$ cat src/rtl/uart_tx_buffered.sv
// Buffered 8N1 UART transmitter on a valid/ready memory bus: byte writes queue into a DEPTH-entry FIFO.
// Ready one cycle after acceptance (tx falls two edges after an idle write); writes to a full FIFO wait until a pop frees a slot.
module uart_tx_buffered #(
    parameter int CLKS_PER_BIT = 868,
    parameter int DEPTH        = 4
) (
    input  logic        clock,
    input  logic        reset,
    input  logic        memory_valid,
    input  logic        memory_instr,
    input  logic [31:0] memory_addr,
    input  logic [31:0] memory_wdata,
    input  logic [3:0]  memory_wstrb,
    output logic [31:0] memory_rdata,
    output logic        memory_ready,
    output logic        uart_tx
);
    localparam int AW = $clog2(DEPTH);
    localparam int CW = $clog2(CLKS_PER_BIT);

    typedef enum logic [1:0] {IDLE, START, DATA, STOP} state_t;

    state_t        state, state_nxt;
    logic [7:0]    fifo_mem [DEPTH];
    logic [AW-1:0] wr_ptr, rd_ptr;
    logic [AW:0]   count;
    logic [CW-1:0] cyc_cnt, cyc_nxt;
    logic [2:0]    bit_idx, bit_nxt;
    logic [7:0]    shift, shift_nxt;
    logic [7:0]    head, push_dat, pend_dat;
    logic          tx_nxt, pop, push, pend, pend_set;
    logic          full, busy, last_cyc, ack_other, is_read;
    logic          unused_ok;

    assign unused_ok = &{1'b0, memory_instr, memory_addr, memory_wdata[31:8]};

    assign full     = (count == (AW+1)'(DEPTH));
    assign busy     = (state != IDLE) || (count != '0);
    assign last_cyc = (cyc_cnt == CW'(CLKS_PER_BIT - 1));
    assign head     = fifo_mem[rd_ptr];

    // A write that finds the FIFO full parks here and retries every cycle.
    assign push_dat  = pend ? pend_dat : memory_wdata[7:0];
    assign push      = (pend || (memory_valid && memory_wstrb[0])) && !full;
    assign pend_set  = memory_valid && !pend && memory_wstrb[0] && full;
    assign ack_other = memory_valid && !pend && !memory_wstrb[0];
    assign is_read   = memory_valid && !pend && (memory_wstrb == 4'b0000);

    always_ff @(posedge clock) begin
        if (reset) begin
            pend         <= 1'b0;
            pend_dat     <= '0;
            memory_ready <= 1'b0;
            memory_rdata <= '0;
        end else begin
            memory_ready <= push || ack_other;
            memory_rdata <= is_read ? {30'b0, busy, full} : 32'b0;
            if (pend_set) begin
                pend     <= 1'b1;
                pend_dat <= memory_wdata[7:0];
            end else if (push) begin
                pend <= 1'b0;
            end
        end
    end

    always_ff @(posedge clock) begin
        if (push) begin
            fifo_mem[wr_ptr] <= push_dat;
        end
    end

    always_ff @(posedge clock) begin
        if (reset) begin
            wr_ptr <= '0;
            rd_ptr <= '0;
            count  <= '0;
        end else begin
            if (push) wr_ptr <= wr_ptr + 1'b1;
            if (pop)  rd_ptr <= rd_ptr + 1'b1;
            case ({push, pop})
                2'b10:   count <= count + 1'b1;
                2'b01:   count <= count - 1'b1;
                default: count <= count;
            endcase
        end
    end

    always_ff @(posedge clock) begin
        if (reset) begin
            state   <= IDLE;
            cyc_cnt <= '0;
            bit_idx <= '0;
            shift   <= '0;
            uart_tx <= 1'b1;
        end else begin
            state   <= state_nxt;
            cyc_cnt <= cyc_nxt;
            bit_idx <= bit_nxt;
            shift   <= shift_nxt;
            uart_tx <= tx_nxt;
        end
    end

    // tx_nxt reflects the current state, so the line lags the FSM by one register stage.
    always_comb begin
        state_nxt = state;
        cyc_nxt   = cyc_cnt;
        bit_nxt   = bit_idx;
        shift_nxt = shift;
        pop       = 1'b0;
        tx_nxt    = 1'b1;
        case (state)
            IDLE: begin
                cyc_nxt = '0;
                bit_nxt = '0;
                if (count != '0) begin
                    pop       = 1'b1;
                    shift_nxt = head;
                    state_nxt = START;
                end
            end
            START: begin
                tx_nxt = 1'b0;
                if (last_cyc) begin
                    cyc_nxt   = '0;
                    bit_nxt   = '0;
                    state_nxt = DATA;
                end else begin
                    cyc_nxt = cyc_cnt + 1'b1;
                end
            end
            DATA: begin
                tx_nxt = shift[0];
                if (last_cyc) begin
                    cyc_nxt   = '0;
                    shift_nxt = {1'b0, shift[7:1]};
                    bit_nxt   = bit_idx + 1'b1;
                    if (bit_idx == 3'd7) state_nxt = STOP;
                end else begin
                    cyc_nxt = cyc_cnt + 1'b1;
                end
            end
            STOP: begin
                tx_nxt = 1'b1;
                if (last_cyc) begin
                    cyc_nxt = '0;
                    bit_nxt = '0;
                    if (count != '0) begin
                        pop       = 1'b1;
                        shift_nxt = head;
                        state_nxt = START;
                    end else begin
                        state_nxt = IDLE;
                    end
                end else begin
                    cyc_nxt = cyc_cnt + 1'b1;
                end
            end
            default: state_nxt = IDLE;
        endcase
    end
endmodule

$ cat config.mk
export PLATFORM = sky130hd
export DESIGN_NAME = uart_tx_buffered
export DESIGN_NICKNAME = d
export VERILOG_FILES = /design/src/rtl/uart_tx_buffered.sv
export SDC_FILE = /design/constraint.sdc
export NUM_CORES = 1
export LEC_CHECK = 0
export CAP_MARGIN = 25
export CELL_PAD_IN_SITES_DETAIL_PLACEMENT = 0
export CELL_PAD_IN_SITES_GLOBAL_PLACEMENT = 1
export CORE_MARGIN = 2
export CORE_UTILIZATION = 40
export DETAILED_ROUTE_END_ITERATION = 7
export PLACE_DENSITY_LB_ADDON = 0.1
export REMOVE_ABC_BUFFERS = 1
export SKIP_CTS_REPAIR_TIMING = 1
export SKIP_LAST_GASP = 1
export SLEW_MARGIN = 20
export SYNTH_ARGS = -nofsm -noshare
export SYNTH_HDL_FRONTEND = slang
export SYNTH_SLANG_ARGS = --single-unit
$ cat constraint.sdc
create_clock -name clock -period 4.4 [get_ports clock]
set_clock_uncertainty 0.1 [all_clocks]
set_input_delay 0.44 -clock clock [delete_from_list [all_inputs] [get_ports clock]]
set_output_delay 0.44 -clock clock [all_outputs]
set_load 0.005 [all_outputs]
==> results.toml <==
[global_route]
antenna_found_initial = 0
use_met2_pct = 21.8
grt_pass1_vias = 2207
grt_max_degree = 34
grt_overflow_total = 0
track_usage_pct = 13.5
use_met3_pct = 3.34
top_usage_layer = "met2"
grt_pass1_wl_um = 10500
met1_usage_pct = 17.7

[detailed_routing]
postRouteAntennaNets = 0
route.detailed.drc = 0
wire_per_inst_um = 13.6
drt_iter0_markers = 44
vias = 2230
avgViaCountPerCell = 4.89
first_pass_iters = 4
wirelength_um = 6210

[cts]
clkTransAtPathRegs_ns = 0.09
cts_buffer_depth = 2
clk_latency_ns = 0.34
cts_buffers = 9
root_buffer = "clkbuf_8"
cts_tree = "built"
cts_sinks = 77
htree_levels = 3

[floorplanning]
core_mm2 = 0.00911
die_x_um = 100
rows = 35
design.die.area_mm2 = 0.0101
chipHeight_um = 100
start_util_pct = 40.7
ios = 106

[sta]
tightest_slew_ns = 0.812
fin_hold_ws_ns = 0.368
finalSetupViolations = 0
fin_crit_sh_pct = 61.5
slew_violations = 0
fin_crit_ns = 2.71
relSlewSlack_pct = 45.9
fmax_ghz = 0.369
setup_tns_ns = 0
rsz0062_at_grt = "no"
final-hold-violation-count = 0

[worst_setup_path]
crit_required_ns = 4.58
rrSetupSlack_ns = 1.69
reg2reg_depth = 10
r2r-end = "count[2]"
r2r-start = "cyc_cnt[0]"
critical_path.startpoint = "cyc_cnt[0]"
critPathMaxFanout = 5
critPathKind = "reg2reg"
end_kind = "register"
startpoint_type = "register"
cp.arrival_ns = 2.89

[finish]
final_core_util_pct = 44.5
fillers = 877
drive_above_1_share_pct = 11.9
finalNetCount = 426
multi_input_area_mm2 = 0.00160
synthToLayoutAreaGrowth_pct = 9.21
num_antenna_cells = 0
seq_area_mm2 = 0.00186
design_area_mm2 = 0.00405

[yosys]
synth-edff-count = 32
synth-main-ff-cell = "dfxtp_1"
yosysSeqAreaShare_pct = 50.2
syn_avg_cell_area_um2 = 11.4
yosysWarnings = 0
synthesis.instances = 324
yosys_register_bits = 77
ys_async_sr_fraction_pct = 0
netlist_area_mm2 = 0.00371
netlist-cell-type-count = 47

[worst_hold_path]
hold_class = "reg2reg"
hp-start = "cyc_cnt[0]"
holdPathStages = 1
whs_endpoint = "cyc_cnt[0]"

[power]
p_leak_nw = 1.39
power_density_mw_per_mm2 = 533
p_total_mw = 2.16
irDropWorstVdd_mv = 0.206

[place]
gp_congestion = 0.790
dp_hpwl_um = 4270
io_buffer_count = 18
place_area_mm2 = 0.00384

[job]
max_cap_violations = 0

[outcome]
outcome = "finished clean"
[cell families (layout without fill, tap and decap cells)]
group	count (synthesis)	in the layout	share of synthesized area, %
XOR/XNOR	11	11	2.60
other	1	30	0.101
multiplexers	32	32	11.6
AO/OA/AOI/OAI	31	31	5.81
buffers and inverters	56	48	9.45
AND/OR/NAND/NOR	102	102	15.3
adder cells (fa/ha/maj)	14	14	4.93
flip-flops	77	77	50.2
[per-layer routing]
metal	share of wire (%)	vias to the layer above
met4	1.2	0
met3	3.3	7
met1	49	1056
met2	46	43
met5	0	-
li1	-	1124
[cells in the mapped netlist (all sizes together), types with 3 or more instances]
cell / instances / area (um^2)
dfxtp: 45 / 901
buf: 38 / 283
edfxtp: 32 / 961
nor2: 31 / 119
nor3: 20 / 100
mux2i: 16 / 160
ha: 13 / 163
inv: 13 / 48.8
a21oi: 12 / 60.1
nand3: 11 / 55.1
nand2: 9 / 33.8
mux2: 8 / 90.1
mux4: 8 / 180
o21a: 8 / 60.1
xnor2: 7 / 61.3
or3: 6 / 42.5
clkbuf: 5 / 18.8
and2: 4 / 25.0
nor4: 4 / 55.1
o21ai: 4 / 20.0
xor2: 4 / 35.0
nor3b: 3 / 22.5
[worst max-delay path by stage]
stage	to	slack, ns	cells after the start
6_report	count[2]	1.69	10
3_5_place_dp	count[2]	1.62	10
2_1_floorplan	count[2]	1.94	10
3_3_place_gp	count[2]	1.64	10
5_1_grt	count[2]	1.48	10
4_1_cts	count[2]	1.66	10
[layout by cell type, fill, tap and decap left out, types with 5 or more instances in the layout]
cell type and instances:
a21oi_1 12, clkbuf_8 9, clkdlybuf4s50_1 18, conb_1 30
dfxtp_1 45, edfxtp_1 32, ha_1 13, inv_1 13
mux2_2 8, mux2i_1 16, mux4_2 8, nand2_1 9
nand3_1 11, nor2_1 30, nor3_1 20, o21a_1 8
or3_1 5, xnor2_1 7
[stage by stage]
step           std cells  worst slack, ns
6_report             456             1.69
5_1_grt              456             1.48
4_1_cts              456             1.66
3_5_place_dp         440             1.62
3_3_place_gp         440             1.64
2_1_floorplan        310             1.94
[layout make-up]
| cell class | count | area share (%) |
|---|---|---|
| well taps | 111 | 3.43 |
| flip-flops and latches | 77 | 46.0 |
| inverters | 13 | 1.21 |
| repair buffers | 19 | 4.64 |
| clock buffers | 9 | 3.06 |
| multi-input cells | 220 | 39.6 |
| clock inverters | 7 | 2.07 |
[critical path: stages, from the launching register on]
cell and delay [ns]:
dfxtp_1 0.38, ha_1 0.29, and4bb_2 0.33, a41oi_4 0.16, nor2_1 0.16, ha_1 0.20, inv_1 0.06, fa_1 0.38
xor2_1 0.16, or3_1 0.30, a21oi_1 0.14
[sequential cells by signal, indices dropped and copies added, names as in the netlist, named ones only]
signal	cells
shift	8
wr_ptr	2
cyc_cnt	10
memory_rdata	2
rd_ptr	2
count	3
memory_ready	1
pend	1
fifo_mem	32
state	2
pend_dat	8
bit_idx	3
uart_tx	1
[report_power, final]
part	internal [mW]	leakage, nW	switching [mW]	total, mW
sequential	0.832	0.656	0.0751	0.907
combinational	0.322	0.629	0.381	0.703
clock	0.271	0.102	0.279	0.550
total	1.42	1.39	0.735	2.16
Note: power is estimated with default switching activity, not from simulation.
